File: src/rtl/pbuf_chain_programmer_pkg.sv
// Package for the pbuf configuration-chain programmer.
// Holds the default geometry, the per-bit phase state encoding and the
// helpers that size the phase and bit counters.
package pbuf_chain_programmer_pkg;

  localparam int DEF_CHAIN_LEN    = 6;
  localparam int DEF_PHASE_CYCLES = 2;
  localparam int DEF_GAP_CYCLES   = 1;

  // One chain bit walks SETUP -> CLK0 -> GAP0 -> CLK1 -> GAP1.
  typedef enum logic [2:0] {
    ST_IDLE  = 3'd0,
    ST_SETUP = 3'd1,
    ST_CLK0  = 3'd2,
    ST_GAP0  = 3'd3,
    ST_CLK1  = 3'd4,
    ST_GAP1  = 3'd5
  } phase_state_t;

  // Phase counter must hold max(P, G); it is always reloaded, never wraps.
  function automatic int phase_cnt_width(input int p, input int g);
    int m;
    m = (p > g) ? p : g;
    return $clog2(m + 1);
  endfunction

  // Bit counter runs CHAIN_LEN-1 down to 0; keep it at least one bit wide.
  function automatic int bit_cnt_width(input int n);
    return (n > 1) ? $clog2(n) : 1;
  endfunction

endpackage

File: src/rtl/pbuf_chain_programmer_if.sv
// Bus between the SoC config side, the programmer and the pbuf chain.
//   cfg_valid/cfg_ready/cfg_data : config word handshake
//   busy/done/readback_data      : status and previous chain contents
//   prog_in/prog_clk0/prog_clk1  : serial data and two-phase chain clocks
//   prog_out                     : serial data returning from the chain tail
// The slave modport is the programmer; the master modport is its environment.
interface pbuf_chain_programmer_if #(
  parameter int CHAIN_LEN = pbuf_chain_programmer_pkg::DEF_CHAIN_LEN
);
  logic                 cfg_valid;
  logic                 cfg_ready;
  logic [CHAIN_LEN-1:0] cfg_data;
  logic                 busy;
  logic                 done;
  logic [CHAIN_LEN-1:0] readback_data;
  logic                 prog_in;
  logic                 prog_clk0;
  logic                 prog_clk1;
  logic                 prog_out;

  modport slave (
    input  cfg_valid, cfg_data, prog_out,
    output cfg_ready, busy, done, readback_data, prog_in, prog_clk0, prog_clk1
  );

  modport master (
    output cfg_valid, cfg_data, prog_out,
    input  cfg_ready, busy, done, readback_data, prog_in, prog_clk0, prog_clk1
  );
endinterface

File: src/rtl/pbuf_chain_programmer_phase_gen.sv
// Per-bit phase generator for the pbuf configuration chain.
// Sequences SETUP(P) -> CLK0(P) -> GAP0(G) -> CLK1(P) -> GAP1(G) for each bit
// and drives registered, non-overlapping prog_clk0/prog_clk1.
//   clk, rst          : system clock, asynchronous active-high reset
//   i_start           : accept pulse, starts the first bit (only seen in IDLE)
//   i_last_bit        : current bit is the final one; GAP1 returns to IDLE
//   o_sample_strobe   : last SETUP cycle, sample prog_out
//   o_bit_done        : last GAP1 cycle, advance to the next bit
//   o_prog_clk0/1     : phase-0 / phase-1 chain clocks
module pbuf_chain_programmer_phase_gen
  import pbuf_chain_programmer_pkg::*;
#(
  parameter int PHASE_CYCLES = DEF_PHASE_CYCLES,
  parameter int GAP_CYCLES   = DEF_GAP_CYCLES
) (
  input  logic clk,
  input  logic rst,
  input  logic i_start,
  input  logic i_last_bit,
  output logic o_sample_strobe,
  output logic o_bit_done,
  output logic o_prog_clk0,
  output logic o_prog_clk1
);

  localparam int CW = phase_cnt_width(PHASE_CYCLES, GAP_CYCLES);
  localparam logic [CW-1:0] P_RELOAD = CW'(PHASE_CYCLES - 1);
  localparam logic [CW-1:0] G_RELOAD = CW'(GAP_CYCLES - 1);

  phase_state_t  r_state, w_state_nxt;
  logic [CW-1:0] r_cnt, w_cnt_nxt;
  logic          r_prog_clk0, r_prog_clk1;
  logic          w_cnt_zero;

  assign w_cnt_zero = (r_cnt == '0);

  // NOTE: every signal written here gets a default first, so no path
  // through the case leaves it unassigned and no latch is inferred.
  always_comb begin
    w_state_nxt = r_state;
    w_cnt_nxt   = r_cnt;
    if (r_state == ST_IDLE) begin
      if (i_start) begin
        w_state_nxt = ST_SETUP;
        w_cnt_nxt   = P_RELOAD;
      end
    end else if (!w_cnt_zero) begin
      w_cnt_nxt = r_cnt - 1'b1;
    end else begin
      case (r_state)
        ST_SETUP: begin w_state_nxt = ST_CLK0; w_cnt_nxt = P_RELOAD; end
        ST_CLK0:  begin w_state_nxt = ST_GAP0; w_cnt_nxt = G_RELOAD; end
        ST_GAP0:  begin w_state_nxt = ST_CLK1; w_cnt_nxt = P_RELOAD; end
        ST_CLK1:  begin w_state_nxt = ST_GAP1; w_cnt_nxt = G_RELOAD; end
        ST_GAP1: begin
          if (i_last_bit) begin
            w_state_nxt = ST_IDLE;
            w_cnt_nxt   = '0;
          end else begin
            w_state_nxt = ST_SETUP;
            w_cnt_nxt   = P_RELOAD;
          end
        end
        default: begin w_state_nxt = ST_IDLE; w_cnt_nxt = '0; end
      endcase
    end
  end

  // NOTE: state is updated with non-blocking assignments so every flop
  // samples the pre-edge values, independent of statement order.
  always_ff @(posedge clk or posedge rst) begin
    if (rst) begin
      r_state     <= ST_IDLE;
      r_cnt       <= '0;
      r_prog_clk0 <= 1'b0;
      r_prog_clk1 <= 1'b0;
    end else begin
      r_state     <= w_state_nxt;
      r_cnt       <= w_cnt_nxt;
      // Clocks are decoded from the next state into flops: glitch-free,
      // and they drop together with the async reset.
      r_prog_clk0 <= (w_state_nxt == ST_CLK0);
      r_prog_clk1 <= (w_state_nxt == ST_CLK1);
    end
  end

  assign o_sample_strobe = (r_state == ST_SETUP) && w_cnt_zero;
  assign o_bit_done      = (r_state == ST_GAP1) && w_cnt_zero;
  assign o_prog_clk0     = r_prog_clk0;
  assign o_prog_clk1     = r_prog_clk1;

endmodule

File: src/rtl/pbuf_chain_programmer.sv
// Programmer for the two-phase configuration chain of pbuf6-style buffer banks.
// Accepts a parallel word over valid/ready, shifts it MSB first onto prog_in
// using non-overlapping prog_clk0/prog_clk1, and collects the old chain
// contents from prog_out into readback_data.
//   clk, rst : system clock, asynchronous active-high reset
//   bus      : slave side of pbuf_chain_programmer_if (handshake, status,
//              readback, serial chain signals)
// All outputs come straight from flops.
module pbuf_chain_programmer
  import pbuf_chain_programmer_pkg::*;
#(
  parameter int CHAIN_LEN    = DEF_CHAIN_LEN,
  parameter int PHASE_CYCLES = DEF_PHASE_CYCLES,
  parameter int GAP_CYCLES   = DEF_GAP_CYCLES
) (
  input  logic                  clk,
  input  logic                  rst,
  pbuf_chain_programmer_if.slave bus
);

  localparam int BW = bit_cnt_width(CHAIN_LEN);

  logic                 r_ready, r_busy, r_done, r_prog_in;
  logic [CHAIN_LEN-1:0] r_shift;      // bits still to send, next one at MSB
  logic [CHAIN_LEN-1:0] r_rb_shift;   // old chain bits collected so far
  logic [CHAIN_LEN-1:0] r_readback;
  logic [BW-1:0]        r_bit_cnt;

  logic w_accept, w_last_bit, w_sample, w_bit_done, w_finish;
  logic w_prog_clk0, w_prog_clk1;

  assign w_accept   = bus.cfg_valid & r_ready;
  assign w_last_bit = (r_bit_cnt == '0);
  assign w_finish   = w_bit_done & w_last_bit;

  pbuf_chain_programmer_phase_gen #(
    .PHASE_CYCLES (PHASE_CYCLES),
    .GAP_CYCLES   (GAP_CYCLES)
  ) u_phase_gen (
    .clk             (clk),
    .rst             (rst),
    .i_start         (w_accept),
    .i_last_bit      (w_last_bit),
    .o_sample_strobe (w_sample),
    .o_bit_done      (w_bit_done),
    .o_prog_clk0     (w_prog_clk0),
    .o_prog_clk1     (w_prog_clk1)
  );

  // Handshake: ready and busy flip together on accept and on the final bit,
  // so a new word can be taken in the very cycle done is high.
  always_ff @(posedge clk or posedge rst) begin
    if (rst) begin
      r_ready <= 1'b1;
      r_busy  <= 1'b0;
      r_done  <= 1'b0;
    end else begin
      r_done <= w_finish;
      if (w_accept) begin
        r_ready <= 1'b0;
        r_busy  <= 1'b1;
      end else if (w_finish) begin
        r_ready <= 1'b1;
        r_busy  <= 1'b0;
      end
    end
  end

  // Data path. prog_in is loaded on entry to SETUP (accept or end of the
  // previous bit), when both chain clocks are low, and then held for the bit.
  always_ff @(posedge clk or posedge rst) begin
    if (rst) begin
      r_shift    <= '0;
      r_prog_in  <= 1'b0;
      r_bit_cnt  <= '0;
      r_rb_shift <= '0;
      r_readback <= '0;
    end else begin
      if (w_accept) begin
        r_prog_in <= bus.cfg_data[CHAIN_LEN-1];
        r_shift   <= bus.cfg_data << 1;
        r_bit_cnt <= BW'(CHAIN_LEN - 1);
      end else if (w_bit_done && !w_last_bit) begin
        r_prog_in <= r_shift[CHAIN_LEN-1];
        r_shift   <= r_shift << 1;
        r_bit_cnt <= r_bit_cnt - 1'b1;
      end
      // The chain tail is read before this bit's clocks shift it, so the
      // first sample is old stage CHAIN_LEN-1 and ends up at the MSB.
      if (w_sample) begin
        r_rb_shift <= (r_rb_shift << 1) | CHAIN_LEN'(bus.prog_out);
      end
      if (w_finish) begin
        r_readback <= r_rb_shift;
      end
    end
  end

  assign bus.cfg_ready     = r_ready;
  assign bus.busy          = r_busy;
  assign bus.done          = r_done;
  assign bus.readback_data = r_readback;
  assign bus.prog_in       = r_prog_in;
  assign bus.prog_clk0     = w_prog_clk0;
  assign bus.prog_clk1     = w_prog_clk1;

endmodule

File: src/flat_wrapper.sv
// flat-port wrapper written by rule: the top's interface ports become plain ports
module pbuf_chain_programmer_flat import pbuf_chain_programmer_pkg::*;
#(
  parameter int CHAIN_LEN    = DEF_CHAIN_LEN,
  parameter int PHASE_CYCLES = DEF_PHASE_CYCLES,
  parameter int GAP_CYCLES   = DEF_GAP_CYCLES
)
  (clk, rst, bus_cfg_valid, bus_cfg_data, bus_prog_out, bus_cfg_ready, bus_busy, bus_done, bus_readback_data, bus_prog_in, bus_prog_clk0, bus_prog_clk1);
  pbuf_chain_programmer_if #(.CHAIN_LEN(CHAIN_LEN)) bus_i ();
  input  logic clk;
  input  logic rst;
  input wire logic [$bits(bus_i.cfg_valid)-1:0] bus_cfg_valid;
  input wire logic [$bits(bus_i.cfg_data)-1:0] bus_cfg_data;
  input wire logic [$bits(bus_i.prog_out)-1:0] bus_prog_out;
  output wire logic [$bits(bus_i.cfg_ready)-1:0] bus_cfg_ready;
  output wire logic [$bits(bus_i.busy)-1:0] bus_busy;
  output wire logic [$bits(bus_i.done)-1:0] bus_done;
  output wire logic [$bits(bus_i.readback_data)-1:0] bus_readback_data;
  output wire logic [$bits(bus_i.prog_in)-1:0] bus_prog_in;
  output wire logic [$bits(bus_i.prog_clk0)-1:0] bus_prog_clk0;
  output wire logic [$bits(bus_i.prog_clk1)-1:0] bus_prog_clk1;
  assign bus_i.cfg_valid = bus_cfg_valid;
  assign bus_i.cfg_data = bus_cfg_data;
  assign bus_i.prog_out = bus_prog_out;
  assign bus_cfg_ready = bus_i.cfg_ready;
  assign bus_busy = bus_i.busy;
  assign bus_done = bus_i.done;
  assign bus_readback_data = bus_i.readback_data;
  assign bus_prog_in = bus_i.prog_in;
  assign bus_prog_clk0 = bus_i.prog_clk0;
  assign bus_prog_clk1 = bus_i.prog_clk1;
  pbuf_chain_programmer #(.CHAIN_LEN(CHAIN_LEN), .PHASE_CYCLES(PHASE_CYCLES), .GAP_CYCLES(GAP_CYCLES)) u_core (.clk(clk), .rst(rst), .bus(bus_i));
endmodule
File: config.mk
export PLATFORM = sky130hd
export DESIGN_NAME = pbuf_chain_programmer_flat
export DESIGN_NICKNAME = d
export VERILOG_FILES = /design/src/rtl/pbuf_chain_programmer_pkg.sv /design/src/rtl/pbuf_chain_programmer_if.sv /design/src/rtl/pbuf_chain_programmer_phase_gen.sv /design/src/rtl/pbuf_chain_programmer.sv /design/src/flat_wrapper.sv
export SDC_FILE = /design/constraint.sdc
export NUM_CORES = 1
export LEC_CHECK = 0
export BUFFER_PORTS_ARGS = -buffer_cell sky130_fd_sc_hd__buf_2
export CORE_UTILIZATION = 35
export DETAILED_ROUTE_END_ITERATION = 10
export PLACE_DENSITY = 0.66
export RECOVER_POWER = 25
export SYNTH_ARGS = -nofsm -noshare
export SYNTH_HDL_FRONTEND = slang
export SYNTH_SLANG_ARGS = --single-unit
File: constraint.sdc
create_clock -name clk -period 4.7 [get_ports clk]
set_clock_uncertainty 0.15 [all_clocks]
set_input_delay 0.94 -clock clk [delete_from_list [all_inputs] [get_ports clk]]
set_output_delay 0.94 -clock clk [all_outputs]
set_load 0.01 [all_outputs]
### Word-level counts from Yosys, hierarchy flattened

Index checks and enable logic that the tools add are counted.

| word-level totals | value |
|---|---|
| output and inout port bits | 12 |
| RAM bits | 0 |
| bits in read-only memories | 0 |
| bits in latches | 0 |
| logic and storage cells | 55 |
| bits in registers | 32 |
| memories kept | 0 |
| input port bits | 10 |

| operators by class | value |
|---|---|
| multiply operators | 0 |
| div/mod/pow operators | 0 |
| shifts and indexed selects | 0 |
| muxes and demuxes | 20 |
| equal/unequal tests | 8 |
| bitwise operators | 3 |
| reduce and logical (&&, ||, !) cells | 10 |
| $add $sub $neg | 2 |
| order comparisons | 0 |

Operators with widths:

| operator | count |
|---|---|
| $mux 3 | 5 |
| $pmux 3 s5 | 1 |
| $mux 6 | 2 |
| $eq 3x2->1 const B | 3 |
| $eq 3x3->1 const B | 3 |
| $mux 1 | 8 |
| $logic_not 3->1 | 2 |
| $mux 2 | 3 |
| $or 6x1->6 | 1 |
| $reduce_bool 2->1 | 2 |
| $eq 3x1->1 const B | 1 |
| $logic_and 1x1->1 | 3 |
| $sub 3x1->3 const B | 1 |
| $and 1x1->1 | 2 |
| $logic_not 2->1 | 1 |
| $ne 2x2->1 const B | 1 |
| $pmux 1 s2 | 1 |
| $reduce_or 2->1 | 1 |
| $sub 2x1->2 const B | 1 |
| $logic_not 1->1 | 1 |

### Longest topological paths before layout

Gate-level depths: netlist of run 1.

| logic depth | value |
|---|---|
| word-level depth | 6 |
| depth in mapped cells | 7 |
| depth with buffers taken out | 6 |

### Hierarchy

A second synthesis of run 1 with hierarchy kept.

| unflattened totals | value |
|---|---|
| cells, all modules | 124 |
| area, all modules | 1437.6 um^2 |

By module, submodules not included:

| module | sequential area each (um^2) | cells each | area each (um^2) | instances |
|---|---|---|---|---|
| pbuf_chain_programmer | 601.8 | 86 | 1063.5 | 1 |
| pbuf_chain_programmer_phase_gen | 175.2 | 38 | 374.1 | 1 |

### Least setup slack after synthesis of run 1

No wires, ideal clock.

| path | value |
|---|---|
| path kind | register -> register |
| start | register u_core.u_phase_gen.r_cnt[1] |
| end | register u_core.r_readback[0], in the netlist u_core.bus.readback_data[0] |
| setup slack | 2877 ps |
| arrival | 1549 ps |
| library setup time | 125 ps |
| data required time | 4425 ps |
| clock period less this slack | 1823 ps |
| cell stages (with the launch flop) | 5 |
| path buffers | 1 |
| path through | dfrtp_1 -> nor4b_1 -> and3_1 -> buf_4 -> mux2_2 |

| on the way | value |
|---|---|
| word-level cells in the longest chain between the ends | 3 |

RTL lines:

| element | RTL line | text |
|---|---|---|
| start: declaration | pbuf_chain_programmer_phase_gen.sv:31 | `logic [CW-1:0] r_cnt, w_cnt_nxt;` |
| start signal: assignment | pbuf_chain_programmer_phase_gen.sv:79 | `r_cnt <= w_cnt_nxt;` |
| $logic_not 2->1 | pbuf_chain_programmer_phase_gen.sv:35 | `assign w_cnt_zero = (r_cnt == '0);` |
| $logic_and 1x1->1 | pbuf_chain_programmer_phase_gen.sv:88 | `assign o_bit_done = (r_state == ST_GAP1) && w_cnt_zero;` |
| $and 1x1->1 | pbuf_chain_programmer.sv:34 | `assign w_finish = w_bit_done & w_last_bit;` |
| named net u_core.w_finish | pbuf_chain_programmer.sv:29 | `logic w_accept, w_last_bit, w_sample, w_bit_done, w_finish;` |
| end signal: assignment | pbuf_chain_programmer.sv:94 | `r_readback <= r_rb_shift;` |
| end: declaration | pbuf_chain_programmer.sv:26 | `logic [CHAIN_LEN-1:0] r_readback;` |

The timed path passes the listed nets, and every way through them passes these cells.
A chain may end at the register's enable or synchronous reset.

### Worst setup path after layout of run 1

| path | value |
|---|---|
| start | register u_core.u_phase_gen.r_state[1] |
| end | register u_core.r_readback[5], in the netlist u_core.bus.readback_data[5] |

| on the way | value |
|---|---|
| word-level cells in the longest chain between the ends | 3 |

RTL lines:

| element | RTL line | text |
|---|---|---|
| start: declaration | pbuf_chain_programmer_phase_gen.sv:30 | `phase_state_t r_state, w_state_nxt;` |
| start signal: assignment | pbuf_chain_programmer_phase_gen.sv:78 | `r_state <= w_state_nxt;` |
| $eq 3x3->1 | pbuf_chain_programmer_phase_gen.sv:88 |  |
| $logic_and 1x1->1 | pbuf_chain_programmer_phase_gen.sv:88 |  |
| $and 1x1->1 | pbuf_chain_programmer.sv:34 |  |

Every way passes these cells.

==> flow_summary_export.csv, run 1 <==
group,metric,value,unit
outcome,status,"finished, final reports clean",
sta,tns,0,ns
hold_path,min_path_type,"reg2reg",
placed_design,gp_congestion,0.776,
logic_synthesis,synth_cells,127,
floorplanning,dieArea,4190,sq um
global_routing,grt_pass1_wl,4170,microns
sta,fmax,445,MHz
floorplanning,ios,22,
power,leakagePower,0.743,nW
drt,wl_per_cell,12.0,microns
placed_design,port_buffers,21,
logic_synthesis,yosys.area.top_type_share,54.5,%
setup_path,crit_family,"simple AND/OR/NAND/NOR gates",
sta,worst_slew_pin_slew,1.13,ns
setup_path,critical_path.slowest_cell,"nor4b_1",
setup_path,ff2ff_setup_slack,2.45,ns
finish,layout_commonest_cell,"dfrtp_1",
floorplanning,coreArea,3720,sq um
clock_network,cts.sinks,31,
sta,hold_viol_final,0,
logic_synthesis,yosysUniqueCellTypes,29,
global_routing,first_global_vias,961,
global_routing,track_usage,13.5,%
clock_network,cts_buffer_depth,2,
logic_synthesis,ys_ff_latch,31,
clock_network,cts_tree,"done",
global_routing,antenna_found_initial,0,
power,ir_drop,0.000287,V
sta,slew_headroom,24.6,%
logic_synthesis,synth_area_leaders,"dfrtp_1 (55%), mux2_2 (9.8%), nand2_1 (4.9%)",
sta,drv_slew,0,
global_routing,grt_max_degree,32,
finish,multi_input_area,547,sq um
clock_network,cts_buffers,5,
clock_network,worstSkewPairLatency,0.29,ns
setup_path,worstReg2RegStart,"u_core.u_phase_gen.r_state[1]",
drt,vias,974,
setup_path,cpPeakStageDelay,0.61,ns
drt,wl_met1,1020,microns
finish,layout.area.seq,777,sq um
setup_path,rr_worst_depth,3,
clock_network,postCtsSetupRepairBufs,0,
setup_path,cp_cell_sequence,"nor4b_1 > and3_1 > mux2_2",
finish,fill_cells,363,
setup_path,critical_path.endpoint,"u_core.bus.readback_data[5]",
run,drv_cap,0,
placed_design,dp_hpwl,1640,microns
setup_path,crit_cells,3,
finish,diodes,0,
drt,post-route-drc-count,0,
drt,wl,2380,microns
finish,drive_above_1_share,23.3,%
setup_path,worstSetupStartpointType,"flip-flop",
drt,first_iter_violations,32,
sta,min_period,2.25,ns
logic_synthesis,syn_area_per_cell,10.8,sq um
logic_synthesis,ys.warnings.count,0,
setup_path,startpoint,"u_core.u_phase_gen.r_state[1]",
drt,dr.pass1.iters,4,
power,pwr_density_cell,643,nW/um^2
sta,grt_setup_unrepaired,"false",
logic_synthesis,ys_seq_area_share,56.5,%
setup_path,worstPathBufferInverterCount,0,
floorplanning,rows,22,
setup_path,worstSetupPathType,"reg2reg",
drt,ant_nets,0,
setup_path,end_kind,"flip-flop",
setup_path,reg2reg_to,"u_core.bus.readback_data[5]",
logic_synthesis,syn_nets,139,
drt,met3_wirelength,123,microns
clock_network,root_buffer,"clkbuf_8",
finish,nNetsFinal,161,
logic_synthesis,syn_area,1380,sq um
clock_network,postCtsHoldBufs,0,
finish,finish.utilization,43.3,%
floorplanning,initial_core_util,37.0,%
setup_path,cp_max_fo,12,
setup_path,required,4.72,ns
drt,dr_wl_met2,1180,microns
clock_network,htreeDepth,2,
global_routing,gr-total-overflow,0,
floorplanning,die_w,64.7,microns
drt,dr.max_layer_used,"met4",
setup_path,crit_arrival,2.27,ns
logic_synthesis,yosysTopAreaCell,"dfrtp_1",
floorplanning,die_y,64.7,microns
sta,setup_viol,0,
drt,vias_per_cell,4.92,
clock_network,path_clk_slew,0.07,ns
finish,area_growth,16.9,%
clock_network,cts_resized,0,
finish,final_cell_mix,"dfrtp_1 (30), nand2_1 (18), mux2_2 (12), clkbuf_1 (12), nor2_1 (11)",
sta,min_period_over_period,47.8,%
[sequential cells by signal, indices dropped and copies added (netlist names)]
signal / count
u_core.bus.readback_data: 6
u_core.r_shift: 5
u_core.u_phase_gen.o_prog_clk1: 1
u_core.r_bit_cnt: 3
u_core.bus.busy: 1
u_core.bus.done: 1
u_core.u_phase_gen.r_state: 3
u_core.u_phase_gen.o_prog_clk0: 1
u_core.bus.prog_in: 1
u_core.bus.cfg_ready: 1
u_core.u_phase_gen.r_cnt: 2
u_core.r_rb_shift: 6
[through the flow]
| stage | cells | total power, mW | hold slack (ns) | instance area [sq um] | setup slack [ns] |
|---|---|---|---|---|---|
| 2_1_floorplan | 127 | 0.707 | 0.325 | 1380 | 2.88 |
| 3_3_place_gp | 190 | 0.775 | 0.334 | 1510 | 2.56 |
| 3_5_place_dp | 190 | 0.794 | 0.345 | 1510 | 2.47 |
| 4_1_cts | 198 | 1.06 | 0.363 | 1620 | 2.45 |
| 5_1_grt | 198 | 1.12 | 0.386 | 1610 | 2.36 |
| 6_report | 198 | 1.03 | 0.362 | 1610 | 2.45 |
[area by class of cell]
cell class | instances | share of cell area [%]
clock buffer | 5 | 4.28
clock inverter | 3 | 2.72
inverter | 6 | 1.40
multi-input combinational | 84 | 34.0
sequential | 31 | 48.3
tap | 48 | 3.73
timing repair buffer | 21 | 5.60
[cell families after synthesis]
family	after synthesis	synth area share (%)
xor gates and xnor gates	1	0.636
adders and majority gates	2	1.82
and+or+nand+nor	47	17.1
buffers and inverters	12	3.82
DFF	31	56.5
AOI/OAI and AO/OA	21	9.64
muxes	13	10.5
[layer usage]
metal / vias up / global-route usage (%)
met5: - / 0
met4: 0 / 7.50
met3: 7 / 5.28
met2: 24 / 22.1
met1: 464 / 14.8
li1: 479 / -
[where the power goes]
part	switching (mW)	internal (mW)
sequential	0.0852	0.377
combinational	0.163	0.151
clock	0.101	0.158
[worst min-delay path by stage]
stage,from,endpoint,slack (ns),cells after the start
after global routing,u_core.r_rb_shift[5],u_core.bus.readback_data[5],0.39,1
after CTS,u_core.bus.readback_data[3],u_core.bus.readback_data[3],0.36,1
after global placement,u_core.r_rb_shift[5],u_core.bus.readback_data[5],0.33,1
after detailed placement,u_core.bus.readback_data[3],u_core.bus.readback_data[3],0.35,1
after floorplan,u_core.r_rb_shift[5],u_core.r_rb_shift[5],0.32,1
final,u_core.bus.readback_data[3],u_core.bus.readback_data[3],0.36,1
[synth_stat cells, drive strengths merged]
master,instances
a211oi,1
a21oi,6
a221oi,1
a31oi,5
and3,1
buf,2
clkbuf,4
dfrtp,30
dfstp,1
ha,2
inv,6
mux2,12
mux2i,1
nand2,18
nand3,4
nand4,1
nor2,12
nor2b,4
nor3,2
nor4b,1
o21ai,6
o2bb2ai,1
o311a,1
or2,1
or3,2
or4b,1
xnor2,1
(Power assumes the default switching activity.)
==> inputs of run 2 (changes only) <==
- PLACE_DENSITY: 0.66 -> 0.68
- clock period: 4.7 -> 2 ns (I/O delays scaled with it)
==> flow_summary_export.csv, run 2 (synthesis gave the netlist of run 1 again) <==
group,metric,value,unit
sta,hold_viol_final,0,
finish,area_growth,19.4,%
setup_path,worstSetupPathType,"reg2reg",
global_routing,grt_max_degree,32,
run,drv_cap,0,
global_routing,track_usage,13.7,%
clock_network,path_clk_slew,0.06,ns
clock_network,cts_buffers,5,
power,pwr_density_cell,1440,nW/um^2
sta,worst_slew_pin_slew,0.734,ns
sta,hold-worst-slack,0.174,ns
setup_path,end_kind,"flip-flop",
hold_path,min_path_type,"in2async",
sta,tns,0,ns
sta,fmax,521,MHz
drt,dr.pass1.iters,4,
drt,dr_wl_met2,1190,microns
sta,grt_setup_unrepaired,"false",
setup_path,cpPeakStageDelay,0.58,ns
setup_path,critical_path.slowest_cell,"or4b_4",
floorplanning,die_w,64.7,microns
clock_network,htreeDepth,2,
finish,diodes,0,
drt,dr.max_layer_used,"met4",
floorplanning,coreArea,3720,sq um
setup_path,crit_cells,4,
floorplanning,dieArea,4190,sq um
sta,drv_slew,0,
drt,wl_per_cell,11.9,microns
sta,min_period_over_period,96.1,%
drt,post-route-drc-count,0,
floorplanning,initial_core_util,37.0,%
finish,drive_above_1_share,33.1,%
clock_network,cts_buffer_depth,2,
finish,nNetsFinal,168,
global_routing,antenna_found_initial,0,
global_routing,grt_pass1_wl,4240,microns
setup_path,cp_cell_sequence,"or4b_4 > or3_1 > nand2_1 > a31oi_1",
placed_design,gp_congestion,0.818,
drt,ant_nets,0,
clock_network,postCtsHoldBufs,0,
clock_network,cts.sinks,31,
floorplanning,ios,22,
clock_network,cts_tree,"done",
global_routing,first_global_vias,977,
setup_path,crit_arrival,1.90,ns
drt,met3_wirelength,128,microns
setup_path,required,1.98,ns
placed_design,dp_hpwl,1760,microns
floorplanning,die_y,64.7,microns
placed_design,port_buffers,21,
floorplanning,rows,22,
power,leakagePower,0.804,nW
clock_network,cts_resized,0,
setup_path,crit_family,"simple AND/OR/NAND/NOR gates",
sta,min_period,1.92,ns
drt,vias_per_cell,4.87,
power,ir_drop,0.000794,V
global_routing,gr-total-overflow,0,
drt,wl_met1,1070,microns
finish,layout_commonest_cell,"dfrtp_1",
sta,setup_viol,0,
clock_network,root_buffer,"clkbuf_8",
sta,slew_headroom,51.1,%
setup_path,cp_max_fo,5,
outcome,status,"finished, final reports clean",
drt,wl,2440,microns
setup_path,worstSetupStartpointType,"flip-flop",
finish,layout.area.seq,777,sq um
drt,vias,999,
clock_network,worstSkewPairLatency,0.28,ns
clock_network,postCtsSetupRepairBufs,0,
finish,fill_cells,368,
finish,multi_input_area,547,sq um
finish,final_cell_mix,"dfrtp_1 (30), buf_2 (21), nand2_1 (18)",
setup_path,rr_worst_depth,4,
drt,first_iter_violations,39,
setup_path,worstPathBufferInverterCount,0,
finish,finish.utilization,44.2,%
-- run 2: changes by cell type in the layout (fill, tap and decap cells not counted) --
cell,previous run,this run
buf_2,9,21
clkbuf_1,12,2
buf_4,0,6
bufinv_16,1,0
clkbuf_2,0,1
clkinv_4,1,0
-- run 2: worst paths after layout --
| check | from | to | slack, ns |
|---|---|---|---|
| worst max-delay path | u_core.u_phase_gen.r_cnt[1] | u_core.r_shift[3] | 0.08 |
| worst min-delay path | rst | u_core.bus.busy | 0.17 |
| worst max register to register | u_core.u_phase_gen.r_cnt[1] | u_core.r_shift[3] | 0.08 |
| worst min register to register | u_core.r_rb_shift[5] | u_core.r_rb_shift[5] | 0.35 |
| max in group asynchronous | rst | u_core.u_phase_gen.o_prog_clk1 | 1.06 |
| min in group clk | bus_cfg_valid | u_core.bus.cfg_ready | 0.20 |
-- run 2: layout make-up --
class                           count  area share [%]
Inverter                            6            1.37
Clock inverter                      1           0.305
Clock buffer                        7            4.65
Sequential cell                    31            47.3
Timing Repair Buffer               28            9.44
Tap cell                           48            3.66
Multi-Input combinational cell     84            33.3
-- run 2: report_power, final --
group          internal, mW  switching, mW  leakage, nW
clock network         0.243          0.212       0.0422
logic                 0.427          0.432        0.373
registers             0.888          0.169        0.389
-- run 2: worst min-delay path: stages --
cell      delay, ns
buf_2          0.09
inv_1          0.04
clkbuf_2       0.57
-- run 2: metal layers --
layer	global-route usage, %	vias up
met1	16.5	474
met5	0	-
li1	-	494
met2	21.5	26
met4	5.83	0
met3	5.46	5
-- run 2: stage by stage --
stage / worst slack, ns / power (mW) / instances / cell area (sq um)
2_1_floorplan: 0.177 / 1.66 / 127 / 1380
3_3_place_gp: 0.0996 / 1.89 / 197 / 1560
3_5_place_dp: 0.0721 / 1.94 / 197 / 1560
4_1_cts: 0.0694 / 2.41 / 205 / 1650
5_1_grt: 0.0154 / 2.57 / 205 / 1640
6_report: 0.0788 / 2.37 / 205 / 1640
==> inputs of run 3 (changes only) <==
- PLACE_DENSITY: 0.68 -> 0.67
- SYNTH_HIERARCHICAL: not set -> 1
==> flow_summary_export.csv, run 3 <==
group,metric,value,unit
power,switching_share,31.6,%
setup_path,required,2.07,ns
hold_path,holdPathEnd,"u_core/r_shift[1]",
setup_path,crit_arrival,1.84,ns
clock_network,path_clk_slew,0.06,ns
drt,vias_per_cell,4.93,
floorplanning,coreArea,3800,sq um
logic_synthesis,syn_area_per_cell,11.6,sq um
power,internal_power,1.64,mW
power,ir_drop,0.000518,V
clock_network,root_buffer,"clkbuf_8",
hold_path,min_path_type,"in2reg",
drt,wl_met1,1300,microns
power,pwr-share-clk,26.1,%
floorplanning,ios,22,
logic_synthesis,yosys.area.top_type_share,52.2,%
logic_synthesis,yosysUniqueCellTypes,36,
logic_synthesis,synth.most_common_cell,"dfrtp_1",
power,power_switching,0.757,mW
finish,diodes,0,
sta,setup_viol,0,
finish,fill_cells,379,
floorplanning,dieArea,4370,sq um
finish,final_cell_mix,"dfrtp_1 (30), buf_2 (20), o21ai_0 (12)",
logic_synthesis,ys_ff_latch,31,
global_routing,grt_pass1_wl,4850,microns
setup_path,ff2ff_setup_slack,0.22,ns
setup_path,rr_worst_depth,7,
sta,min_period,1.78,ns
placed_design,port_buffers,21,
hold_path,hold-path-cell-count,3,
clock_network,cts.sinks,31,
clock_network,postCtsSetupRepairBufs,0,
floorplanning,die_w,66.1,microns
hold_path,holdCritStartpoint,"bus_cfg_data[0]",
clock_network,htreeDepth,2,
logic_synthesis,syn_nets,136,
finish,area_growth,21.4,%
drt,wl_per_cell,13.3,microns
logic_synthesis,synth_cells,124,
setup_path,reg2reg_to,"u_core/u_phase_gen/r_cnt[0]",
logic_synthesis,synth_top_flop_cell,"dfrtp_1",
power,p_comb_share,31.7,%
logic_synthesis,syn_area,1440,sq um
logic_synthesis,synthArstFlopShare,100,%
floorplanning,initial_core_util,37.8,%
power,leakagePower,0.854,nW
logic_synthesis,ys_seq_area_share,54.0,%
setup_path,worstSetupPathType,"reg2reg",
logic_synthesis,synth_area_leaders,"dfrtp_1 (52%), mux2_4 (6.3%), mux2_2 (4.7%)",
drt,ant_nets,0,
setup_path,worstSetupStartpointType,"flip-flop",
global_routing,first_global_vias,1044,
finish,layout_commonest_cell,"dfrtp_1",
clock_network,cts_tree,"done",
drt,dr_wl_met2,1270,microns
placed_design,dp_hpwl,1970,microns
drt,vias,1010,
drt,dr.pass1.iters,4,
finish,multi_input_area,581,sq um
finish,layout.area.seq,777,sq um
drt,dr.max_layer_used,"met4",
logic_synthesis,synth_edf_count,0,
setup_path,cp_max_fo,11,
logic_synthesis,yosysTopAreaCell,"dfrtp_1",
clock_network,cts_buffer_depth,2,
drt,wl,2730,microns
global_routing,antenna_found_initial,0,
finish,drive_above_1_share,36.3,%
clock_network,worstSkewPairLatency,0.28,ns
placed_design,gp_congestion,0.853,
global_routing,grt_max_degree,25,
global_routing,track_usage,15.3,%
sta,min_period_over_period,88.9,%
logic_synthesis,ys.warnings.count,6,
sta,slew_headroom,60.2,%
run,drv_cap,0,
sta,tns,0,ns
setup_path,worstReg2RegStart,"u_core/r_bit_cnt[0]",
finish,nNetsFinal,168,
sta,worst_slew_pin_slew,0.597,ns
sta,hold_viol_final,0,
drt,first_iter_violations,41,
power,pwr_density_cell,1370,nW/um^2
outcome,status,"finished, final reports clean",
drt,post-route-drc-count,0,
power,power_frac_seq,42.1,%
sta,drv_slew,0,
logic_synthesis,synth_common_cells,"dfrtp_1 (30), o21ai_0 (12), nor2_1 (11)",
sta,grt_setup_unrepaired,"false",
global_routing,gr-total-overflow,0,
setup_path,end_kind,"flip-flop",
sta,fmax,563,MHz
floorplanning,rows,22,
clock_network,cts_buffers,5,
drt,met3_wirelength,101,microns
sta,hold-worst-slack,0.188,ns
floorplanning,die_y,66.1,microns
==> run 3: cell type report <==
class                           count  share of cell area, %
Tap cell                           48                   3.44
Multi-Input combinational cell     80                   33.3
Clock buffer                        6                   4.73
Timing Repair Buffer               29                   9.39
Inverter                            9                   2.65
Sequential cell                    31                   44.5
Clock inverter                      2                   2.01
==> run 3: what timing repair did <==
item,4_1_cts,5_1_grt
hold buffers,1,0
resized for setup,0,0
hold endpoints to repair,7,0
==> run 3: logic make-up after synthesis <==
family                   count (synthesis)  synth area share (%)
flip-flops                              31                  54.0
adder cells (fa/ha/maj)                  2                  1.74
buffers and inverters                   13                  5.57
AND/OR/NAND/NOR                         29                  12.1
multiplexers                            13                  11.7
AO/OA/AOI/OAI                           36                  14.9
==> run 3: worst max-delay path by stage <==
stage                                       start                     endpoint  slack, ns
detailed placement            u_core/r_bit_cnt[0]  u_core/u_phase_gen/r_cnt[0]       0.28
CTS                           u_core/r_bit_cnt[0]  u_core/u_phase_gen/r_cnt[0]       0.23
global route        u_core/u_phase_gen/r_state[1]          u_core/r_bit_cnt[1]       0.14
finish                        u_core/r_bit_cnt[0]  u_core/u_phase_gen/r_cnt[0]       0.22
global placement              u_core/r_bit_cnt[0]  u_core/u_phase_gen/r_cnt[0]       0.31
floorplan             u_core/u_phase_gen/r_cnt[1]          u_core/r_bit_cnt[1]       0.22
==> run 3: stage by stage <==
| stage | setup slack [ns] | std cells | cell area [sq um] | power, mW | util [%] |
|---|---|---|---|---|---|
| floorplan | 0.223 | 124 | 1440 | 1.55 | - |
| global placement | 0.312 | 196 | 1620 | 1.73 | 42.7 |
| detailed placement | 0.278 | 196 | 1620 | 1.78 | 42.7 |
| CTS | 0.232 | 205 | 1750 | 2.43 | 46.0 |
| global route | 0.143 | 205 | 1750 | 2.58 | 45.9 |
| finish | 0.223 | 205 | 1750 | 2.39 | 45.9 |
==> run 3: per-layer routing <==
metal	global-route usage (%)	vias up
met1	20.1	489
met3	4.66	6
met5	0	-
met2	22.4	20
li1	-	495
met4	7.98	0
==> run 3: power by group through the flow <==
stage / Clock (mW) / Combinational, mW / Sequential (mW)
after floorplan: 0 / 0.556 / 0.998
after global placement: 0 / 0.729 / 1.00
after detailed placement: 0 / 0.763 / 1.02
after CTS: 0.652 / 0.769 / 1.01
after global routing: 0.681 / 0.851 / 1.05
final: 0.626 / 0.759 / 1.01
==> run 3: worst max-delay path, stage by stage (launching register included) <==
cell and delay [ns]:
dfrtp_1 0.36, inv_1 0.08, ha_1 0.23, nand2b_4 0.17, inv_12 0.06, or2b_2 0.28
a21oi_1 0.16, o221a_1 0.21
